**src/rtl/vcap_line_writer_pkg.sv**
```systemverilog
// ---------------------------------------------------------------------------
// vcap_lw_pkg
// Shared types and constants for the capture line writer.
//   state_t    : line writer FSM encoding
//   FIFO_DEPTH : depth of the capture line FIFO (upper bound on pixels/line)
//   LEN_W      : width of burst length fields
//   REM_W      : width of the per-line remaining pixel counter (0..FIFO_DEPTH)
//   burst_len  : min(remaining, max_len) sized to LEN_W
// ---------------------------------------------------------------------------
package vcap_lw_pkg;

  localparam int FIFO_DEPTH = 512;
  localparam int LEN_W      = 9;
  localparam int REM_W      = 10;

  typedef enum logic [2:0] {
    IDLE,
    SETUP,
    REQ,
    DATA,
    DONE,
    WCLR
  } state_t;

  // max_len never exceeds 256, so any remaining count below it fits LEN_W bits.
  function automatic logic [LEN_W-1:0] burst_len(input logic [REM_W-1:0] remaining,
                                                 input int max_len);
    if (int'(remaining) < max_len)
      return remaining[LEN_W-1:0];
    else
      return LEN_W'(max_len);
  endfunction

endpackage

```
**src/rtl/vcap_line_writer_if.sv**
```systemverilog
// ---------------------------------------------------------------------------
// vcap_line_writer_if
// Burst write bus between the line writer and the SDRAM controller.
//   wr_req       : burst request (writer -> controller)
//   wr_addr      : burst start word address
//   wr_len       : words in the burst
//   wr_ack       : controller accepts the burst
//   wr_data_next : controller consumes one data word this cycle
//   wr_data      : current data word
// Modports: master = line writer, slave = SDRAM controller.
// ---------------------------------------------------------------------------
interface vcap_line_writer_if
  import vcap_lw_pkg::*;
#(
  parameter int ADDR_W = 22
) ();

  logic              wr_req;
  logic [ADDR_W-1:0] wr_addr;
  logic [LEN_W-1:0]  wr_len;
  logic              wr_ack;
  logic              wr_data_next;
  logic [15:0]       wr_data;

  modport master (
    output wr_req, wr_addr, wr_len, wr_data,
    input  wr_ack, wr_data_next
  );

  modport slave (
    input  wr_req, wr_addr, wr_len, wr_data,
    output wr_ack, wr_data_next
  );

endinterface

```
**src/rtl/vcap_line_writer_pix_pack.sv**
```systemverilog
// ---------------------------------------------------------------------------
// vcap_pix_pack
// Combinational 12-bit {R,G,B} (4 bits each) to 16-bit word formatter.
//   pix  : in  12  {R[3:0],G[3:0],B[3:0]}
//   word : out 16  formatted word
// Build option VCAP_LW_RGB565_EN: when defined, produce RGB565 by MSB
// replication; otherwise zero-extend the RGB444 pixel.
// ---------------------------------------------------------------------------
module vcap_pix_pack (
  input  logic [11:0] pix,
  output logic [15:0] word
);

`ifdef VCAP_LW_RGB565_EN
  // Replicating the top bits into the widened fields keeps full-scale
  // white at 0xFFFF and black at 0x0000.
  assign word = {pix[11:8], pix[11], pix[7:4], pix[7:6], pix[3:0], pix[3]};
`else
  assign word = {4'h0, pix};
`endif

endmodule

```
**src/rtl/vcap_line_writer.sv**
```systemverilog
// ---------------------------------------------------------------------------
// vcap_line_writer
// Drains one captured line from the show-ahead line FIFO and writes it to the
// frame buffer in SDRAM as a sequence of bursts, then clears the line-ready
// flag in the capture stage. Single clock domain (RAM clock).
//
// Ports:
//   i_ram_clk      in   RAM clock
//   i_reset_n      in   asynchronous active-low reset
//   i_fifo_active  in   line-ready flag from the capture stage
//   i_fifo_line    in   line index of the buffered line
//   i_fifo_data    in   FIFO head pixel {R,G,B}
//   o_fifo_next    out  FIFO pop strobe (combinational, DATA state only)
//   o_fifo_reset   out  one-cycle clear pulse for the line-ready flag
//   i_x_size       in   capture width minus one
//   i_frame_base   in   frame-buffer base word address
//   wr             if   burst write bus (master side)
//   o_busy         out  high whenever the FSM is not IDLE
//   o_line_done    out  one-cycle pulse per completed line
//
// Build option VCAP_LW_RGB565_EN selects RGB565 output words (see
// vcap_pix_pack); timing is unaffected.
// ---------------------------------------------------------------------------
module vcap_line_writer
  import vcap_lw_pkg::*;
#(
  parameter int SCR_SIZE_BIT = 10,
  parameter int ADDR_W       = 22,
  parameter int BURST_LEN    = 8,
  parameter int LINE_STRIDE  = 1024
) (
  input  logic                  i_ram_clk,
  input  logic                  i_reset_n,
  input  logic                  i_fifo_active,
  input  logic [8:0]            i_fifo_line,
  input  logic [11:0]           i_fifo_data,
  output logic                  o_fifo_next,
  output logic                  o_fifo_reset,
  input  logic [SCR_SIZE_BIT:0] i_x_size,
  input  logic [ADDR_W-1:0]     i_frame_base,
  vcap_line_writer_if.master    wr,
  output logic                  o_busy,
  output logic                  o_line_done
);

  state_t            state;
  logic [REM_W-1:0]  remaining;
  logic [LEN_W-1:0]  beats;
  logic [ADDR_W-1:0] addr;
  logic [LEN_W-1:0]  len;
  logic              req;

  logic [SCR_SIZE_BIT+1:0] size_p1;
  logic [REM_W-1:0]        setup_rem;
  logic [ADDR_W-1:0]       line_addr;
  logic [REM_W-1:0]        rem_dec;

  // Line setup values. The pixel count is clamped to the FIFO depth so a
  // wider capture never pops past what the FIFO can hold.
  assign size_p1   = {1'b0, i_x_size} + 1'b1;
  assign setup_rem = (int'(size_p1) > FIFO_DEPTH) ? REM_W'(FIFO_DEPTH) : REM_W'(size_p1);
  assign line_addr = i_frame_base + ADDR_W'(i_fifo_line) * ADDR_W'(LINE_STRIDE);
  assign rem_dec   = remaining - REM_W'(1);

  // Pops follow the controller's consume strobe directly so the show-ahead
  // head is always the word being written.
  assign o_fifo_next = (state == DATA) && wr.wr_data_next;

  assign wr.wr_req  = req;
  assign wr.wr_addr = addr;
  assign wr.wr_len  = len;

  vcap_pix_pack u_pix_pack (
    .pix  (i_fifo_data),
    .word (wr.wr_data)
  );

  // Line writer FSM. All handshake outputs except the pop strobe are
  // registered here; a burst ends when its beat count runs out, and the line
  // ends when the remaining pixel count reaches zero at a burst boundary.
  always_ff @(posedge i_ram_clk or negedge i_reset_n) begin
    if (!i_reset_n) begin
      state        <= IDLE;
      remaining    <= '0;
      beats        <= '0;
      addr         <= '0;
      len          <= '0;
      req          <= 1'b0;
      o_fifo_reset <= 1'b0;
      o_line_done  <= 1'b0;
      o_busy       <= 1'b0;
    end else begin
      case (state)
        IDLE: begin
          if (i_fifo_active) begin
            state  <= SETUP;
            o_busy <= 1'b1;
          end
        end

        SETUP: begin
          remaining <= setup_rem;
          addr      <= line_addr;
          len       <= burst_len(setup_rem, BURST_LEN);
          req       <= 1'b1;
          state     <= REQ;
        end

        REQ: begin
          if (wr.wr_ack) begin
            req   <= 1'b0;
            beats <= len;
            state <= DATA;
          end
        end

        DATA: begin
          if (wr.wr_data_next) begin
            beats     <= beats - LEN_W'(1);
            remaining <= rem_dec;
            addr      <= addr + ADDR_W'(1);
            if (beats == LEN_W'(1)) begin
              if (rem_dec != '0) begin
                len   <= burst_len(rem_dec, BURST_LEN);
                req   <= 1'b1;
                state <= REQ;
              end else begin
                o_fifo_reset <= 1'b1;
                o_line_done  <= 1'b1;
                state        <= DONE;
              end
            end
          end
        end

        DONE: begin
          o_fifo_reset <= 1'b0;
          o_line_done  <= 1'b0;
          state        <= WCLR;
        end

        // Holding here until the flag drops keeps a flag that has not yet
        // been cleared from starting the same line a second time.
        WCLR: begin
          if (!i_fifo_active) begin
            state  <= IDLE;
            o_busy <= 1'b0;
          end
        end

        default: begin
          state        <= IDLE;
          req          <= 1'b0;
          o_fifo_reset <= 1'b0;
          o_line_done  <= 1'b0;
          o_busy       <= 1'b0;
        end
      endcase
    end
  end

endmodule

```
**src/flat_wrapper.sv**
```systemverilog
// flat-port wrapper written by rule: the top's interface ports become plain ports
module vcap_line_writer_flat import vcap_lw_pkg::*;
#(
  parameter int SCR_SIZE_BIT = 10,
  parameter int ADDR_W       = 22,
  parameter int BURST_LEN    = 8,
  parameter int LINE_STRIDE  = 1024
)
  (i_ram_clk, i_reset_n, i_fifo_active, i_fifo_line, i_fifo_data, o_fifo_next, o_fifo_reset, i_x_size, i_frame_base, o_busy, o_line_done, wr_wr_req, wr_wr_addr, wr_wr_len, wr_wr_data, wr_wr_ack, wr_wr_data_next);
  vcap_line_writer_if #(.ADDR_W(ADDR_W)) wr_i ();
  input  logic i_ram_clk;
  input  logic i_reset_n;
  input  logic i_fifo_active;
  input  logic [8:0] i_fifo_line;
  input  logic [11:0] i_fifo_data;
  output logic o_fifo_next;
  output logic o_fifo_reset;
  input  logic [SCR_SIZE_BIT:0] i_x_size;
  input  logic [ADDR_W-1:0] i_frame_base;
  output logic o_busy;
  output logic o_line_done;
  output wire logic [$bits(wr_i.wr_req)-1:0] wr_wr_req;
  output wire logic [$bits(wr_i.wr_addr)-1:0] wr_wr_addr;
  output wire logic [$bits(wr_i.wr_len)-1:0] wr_wr_len;
  output wire logic [$bits(wr_i.wr_data)-1:0] wr_wr_data;
  input wire logic [$bits(wr_i.wr_ack)-1:0] wr_wr_ack;
  input wire logic [$bits(wr_i.wr_data_next)-1:0] wr_wr_data_next;
  assign wr_wr_req = wr_i.wr_req;
  assign wr_wr_addr = wr_i.wr_addr;
  assign wr_wr_len = wr_i.wr_len;
  assign wr_wr_data = wr_i.wr_data;
  assign wr_i.wr_ack = wr_wr_ack;
  assign wr_i.wr_data_next = wr_wr_data_next;
  vcap_line_writer #(.SCR_SIZE_BIT(SCR_SIZE_BIT), .ADDR_W(ADDR_W), .BURST_LEN(BURST_LEN), .LINE_STRIDE(LINE_STRIDE)) u_core (.i_ram_clk(i_ram_clk), .i_reset_n(i_reset_n), .i_fifo_active(i_fifo_active), .i_fifo_line(i_fifo_line), .i_fifo_data(i_fifo_data), .o_fifo_next(o_fifo_next), .o_fifo_reset(o_fifo_reset), .i_x_size(i_x_size), .i_frame_base(i_frame_base), .wr(wr_i), .o_busy(o_busy), .o_line_done(o_line_done));
endmodule
```
**config.mk**
```make
export PLATFORM = sky130hd
export DESIGN_NAME = vcap_line_writer_flat
export DESIGN_NICKNAME = d
export VERILOG_FILES = /design/src/rtl/vcap_line_writer_pkg.sv /design/src/rtl/vcap_line_writer_if.sv /design/src/rtl/vcap_line_writer_pix_pack.sv /design/src/rtl/vcap_line_writer.sv /design/src/flat_wrapper.sv
export SDC_FILE = /design/constraint.sdc
export NUM_CORES = 1
export LEC_CHECK = 0
export BUFFER_PORTS_ARGS = -buffer_cell sky130_fd_sc_hd__buf_4
export CELL_PAD_IN_SITES_DETAIL_PLACEMENT = 2
export CELL_PAD_IN_SITES_GLOBAL_PLACEMENT = 2
export CORE_UTILIZATION = 33
export CTS_CLUSTER_SIZE = 14
export DETAILED_ROUTE_END_ITERATION = 8
export PLACE_DENSITY = 0.94
export SETUP_SLACK_MARGIN = 0.3
export SYNTH_ARGS = -nofsm -noshare
export SYNTH_HDL_FRONTEND = slang
export SYNTH_SLANG_ARGS = --single-unit
```
**constraint.sdc**
```tcl
create_clock -name i_ram_clk -period 5.2 [get_ports i_ram_clk]
set_input_delay 0.52 -clock i_ram_clk [delete_from_list [all_inputs] [get_ports i_ram_clk]]
set_output_delay 0.52 -clock i_ram_clk [all_outputs]
set_load 0.1 [all_outputs]
```
---- Yosys cells after proc, flatten, opt, wreduce, memory -nomap -nowiden ----
Cells that the tools add are included.
cells by class
  muxes and demuxes ....................... 33
  order comparisons ....................... 3
  bitwise logic cells ..................... 3
  add/subtract/negate cells ............... 5
  reduce and logical (&&, ||, !) cells .... 15
  equality and inequality tests ........... 13
operators with widths
  kind                     number
  $mux W9                  7
  $pmux W22 S2             1
  $pmux W9 S2              2
  $add A22 B1 Y22 const B  1
  $add A22 B19 Y22         1
  $mux W22                 1
  $lt A10 B4 Y1 const B    2
  $mux W10                 2
  $pmux W10 S2             1
  $mux W3                  6
  $pmux W3 S6              1
  $ne A2 B2 Y1 const B     7
  $add A11 B1 Y12 const B  1
  $gt A12 B10 Y1 const B   1
  $reduce_and A5 Y1        2
  $reduce_bool A10 Y1      1
  $sub A10 B1 Y10 const B  1
  $eq A9 B1 Y1 const B     1
  $mux W1                  9
  $sub A9 B1 Y9 const B    1
  $reduce_and A4 Y1        2
  $reduce_or A4 Y1         2
  $eq A3 B2 Y1 const B     2
  $eq A3 B3 Y1 const B     2
  other kinds (11)         15
storage, ports and cells
  output and inout port bits .............. 52
  register bits after elaboration ......... 56
  input bits .............................. 59
  logic and storage cells ................. 80

---- Longest topological paths before layout ----
  depth after elaboration ................. 7
  depth in mapped cells ................... 10
  depth with buffers taken out ............ 10

---- Hierarchy ----
From an unflattened synthesis, not the netlist that was laid out.
unflattened totals
  cells, all modules ...................... 500
  area, all modules ....................... 4,134.0 um^2
modules (own cells, without submodules)
  module            instances  seq. area each (um^2)  area each (um^2)  cells each
  vcap_line_writer  1          1,401.3                4,010.1           483
  vcap_pix_pack     1          0.0                    123.9             17

---- Least setup slack after synthesis ----
OpenSTA, ideal clock, no wires.
  path kind ............................... register -> register
  start point ............................. reg u_core.addr[0], in the netlist u_core.wr.wr_addr[0]
  end point ............................... reg u_core.addr[20], in the netlist u_core.wr.wr_addr[20]
  period minus slack after synthesis ...... 2.681 ns
  required time ........................... 5.067 ns
  buffers on the path ..................... 0
  arrival ................................. 2.549 ns
  path slack .............................. 2.519 ns
  library setup time ...................... 0.133 ns
  cell stages (with the launch flop) ...... 9
  cells stage by stage .................... dfrtp_1 ha_1 nand2_1 nor3_1 and2_1 and3_1 o21ai_0 a22oi_1 o21ai_0
between the ends
  cells in the longest elaborated chain, start to end .. 3
RTL lines
  element                 line                     source
  from (decl)             vcap_line_writer.sv:49   logic [ADDR_W-1:0] addr;
  from (signal assigned)  vcap_line_writer.sv:103  addr <= line_addr;
  from (signal assigned)  vcap_line_writer.sv:121  addr <= addr + ADDR_W'(1);
  $add A22 B1 Y22         vcap_line_writer.sv:121
  $mux W22                vcap_line_writer.sv:118  if (wr.wr_data_next) begin
  $pmux W22 S2            vcap_line_writer.sv:93   case (state)
No other way between the ends. The select of a mux whose other input is x is not followed.
A chain may end at the register's enable or synchronous reset.

---- Worst setup path after layout ----
  start point ............................. reg u_core.state[1]
  end point ............................... out o_fifo_next
between the ends
  cells in the longest elaborated chain, start to end .. 2
RTL lines
  element                 line                     source
  from (decl)             vcap_line_writer.sv:46   state_t state;
  from (signal assigned)  vcap_line_writer.sv:83   state <= IDLE;
  from (signal assigned)  vcap_line_writer.sv:96   state <= SETUP;
  from (signal assigned)  vcap_line_writer.sv:106  state <= REQ;
  $eq A3 B2 Y1            vcap_line_writer.sv:67   assign o_fifo_next = (state == DATA) && wr.wr_data_next;
  $logic_and A1 B1 Y1     vcap_line_writer.sv:67
  to (decl)               flat_wrapper.sv:16       output logic o_fifo_next;
No other way between the ends.

==> reports/qor.csv <==
metric,value,unit
cts_root_buf,clkbuf_16,
crit_arrival,2.88,ns
cts.repair.resized,0,
worstSkewPairLatency,0.30,ns
place.gp.congestion,0.832,
cts_buffers,5,
grt_use_total,0.238,
fillers,1435,
synth_warnings,0,
yosysUniqueCellTypes,73,
fmax,294,MHz
grt_setup_unrepaired,no,
hp-class,in -> async,
hold_violations,0,
routed_wl,15200,µm
maxCapViolations,0,
path_clk_slew,0.08,ns
synth_edf_count,0,
htreeDepth,2,
dieHeight,115,µm
p_leak,2.14,nW
endpoint_kind,primary output,
syn-cell-area,0.00421,mm²
fin_ws,1.80,ns
dieArea,0.0132,mm²
holdBufCountCts,0,
antenna_found_initial,0,
hold_slack,0.274,ns
core,0.0122,mm²
nNetsFinal,657,
maxSlewViolCount,0,
routedWlPerCell,20.3,µm
yosys-top-cells-area,"dfrtp_1, a21oi_1, o21ai_0, nand2_1, ha_1",
yosys.area.top_type,dfrtp_1,
fp-row-count,40,
postCtsSetupRepairBufs,0,
setup_viol,0,
fin_crit,3.40,ns
stdcell_area,0.00497,mm²
synth_top_area_frac,0.333,
max_slew_margin,0.351,
ys_top_cells_by_count,"a21oi_1, dfrtp_1, nand2_1, nor2_1, o21ai_0",
power_density,611,mW/mm²
required,4.68,ns
worstMarginPinSlew,0.974,ns
finalSetupTns,0,ns
grt_first_pass_wirelength,24900,µm
dp_hpwl,11300,µm
pin_count,111,
cts.path.max_buffers,2,
syn_inst,529,
gr-total-overflow,0,
post-route-util,0.407,
dr.pass1.iters,6,
cp-start-kind,flop,
ys.flop_type,dfrtp_1,
viasPerCell,5.72,
numClockSinks,56,
diodes,0,
grt_max_degree,57,
yosysSeqAreaShare,0.333,
ir_worst_vdd,0.231,mV
status,"complete, no violations",
ant_nets,0,
final_layout_size_suffix_gt1_frac,0.206,
first_iter_violations,242,
initial_utilization,0.345,
period_share,0.654,
path_class,reg -> out,
drc,0,
port_buffers,82,
die_w,115,µm
skew,0.0110,ns
async_reset_ff_frac,1.00,
vias,4291,
grt_pass1_vias,4703,
critPathMaxFanout,55,
cts_tree,done,
synth-seq-cells,56,
dpl_worst_slack,2.20,ns
syn_area_per_cell,7.96,µm²
place_area,0.00482,mm²
synthToLayoutAreaGrowth,18.2,%
metal layers:
layer | vias up | GRT usage | wire length [µm]
li1 | 1985 | - | -
met1 | 2176 | 0.282 | 6400
met2 | 100 | 0.442 | 8050
met3 | 30 | 0.0264 | 392
met4 | 0 | 0.0857 | 379
met5 | - | 0 | 0
stage by stage:
step	power [mW]	instances
2_1_floorplan	2.20	532
3_3_place_gp	2.55	742
3_5_place_dp	2.67	742
4_1_cts	3.04	750
5_1_grt	3.20	750
6_report	3.04	750
layout by cell type, fill, tap and decap left out, types with 7 or more instances in the layout:
master and count:
buf_4 85, nand4_1 9, nor2_1 47, and3_1 7, o22ai_1 7, o21ai_1 8, ha_1 16, xnor2_1 13
o21ai_0 43, nor3_1 27, nand3_1 23, inv_1 19, a21oi_1 55, dfrtp_1 56, nand2_1 54, nor2b_1 9
final cells by class:
cell class / instances / area, µm² / share of cell area
timing repair buffer: 85 / 638 / 0.128
multi-input combinational: 413 / 2500 / 0.503
sequential: 56 / 1400 / 0.282
inverter: 20 / 75.1 / 0.0151
clock buffer: 7 / 143 / 0.0287
tap: 168 / 210 / 0.0423
clock inverter: 1 / 7.51 / 0.00151
flip-flops by register name, summed over array words and instances, names as in the netlist:
| register | flops |
|---|---|
| u_core.wr.wr_addr | 22 |
| u_core.remaining | 10 |
| u_core.beats | 9 |
| u_core.wr.wr_len | 9 |
| u_core.state | 3 |
| u_core.o_busy | 1 |
| u_core.o_fifo_reset | 1 |
| u_core.wr.wr_req | 1 |
worst max-delay path: stages (launching register included):
cell and delay (ns):
dfrtp_1 0.67, clkinv_1 0.41, nor2_4 0.18, buf_4 0.48, nand2_1 0.38, inv_1 0.13, buf_4 0.30
report_power, final:
| part | total, mW | internal [mW] | switching [mW] |
|---|---|---|---|
| Combinational | 1.83 | 0.459 | 1.37 |
| Clock | 0.358 | 0.193 | 0.165 |
| Sequential | 0.851 | 0.605 | 0.245 |
| Total | 3.04 | 1.26 | 1.78 |
path summary, 6_finish.rpt:
path | cells after the start | endpoint | start | slack [ns]
max | 6 | o_fifo_next | u_core.state[1]$_DFFE_PN0P_ | 1.80
min | 1 | u_core.wr.wr_addr[12]$_DFFE_PN0P_ | i_reset_n | 0.27
max reg2reg | 7 | u_core.remaining[8]$_DFFE_PN0P_ | u_core.state[1]$_DFFE_PN0P_ | 2.50
min reg2reg | 1 | u_core.wr.wr_req$_DFFE_PN0P_ | u_core.wr.wr_req$_DFFE_PN0P_ | 0.50
max in group asynchronous | 1 | u_core.beats[7]$_DFFE_PN0P_ | i_reset_n | 4.39
min in group i_ram_clk | 1 | u_core.wr.wr_req$_DFFE_PN0P_ | u_core.wr.wr_req$_DFFE_PN0P_ | 0.50
cells by family after synthesis:
group / count (synthesis) / synth area share
DFF: 56 / 0.333
xor gates and xnor gates: 18 / 0.0374
muxes: 3 / 0.00862
adders and majority gates: 17 / 0.0523
and+or+nand+nor: 207 / 0.246
AOI/OAI and AO/OA: 164 / 0.243
buffers and inverters: 63 / 0.0790
other: 1 / 0.000891
No activity file was read; power rests on OpenSTA's default activity.
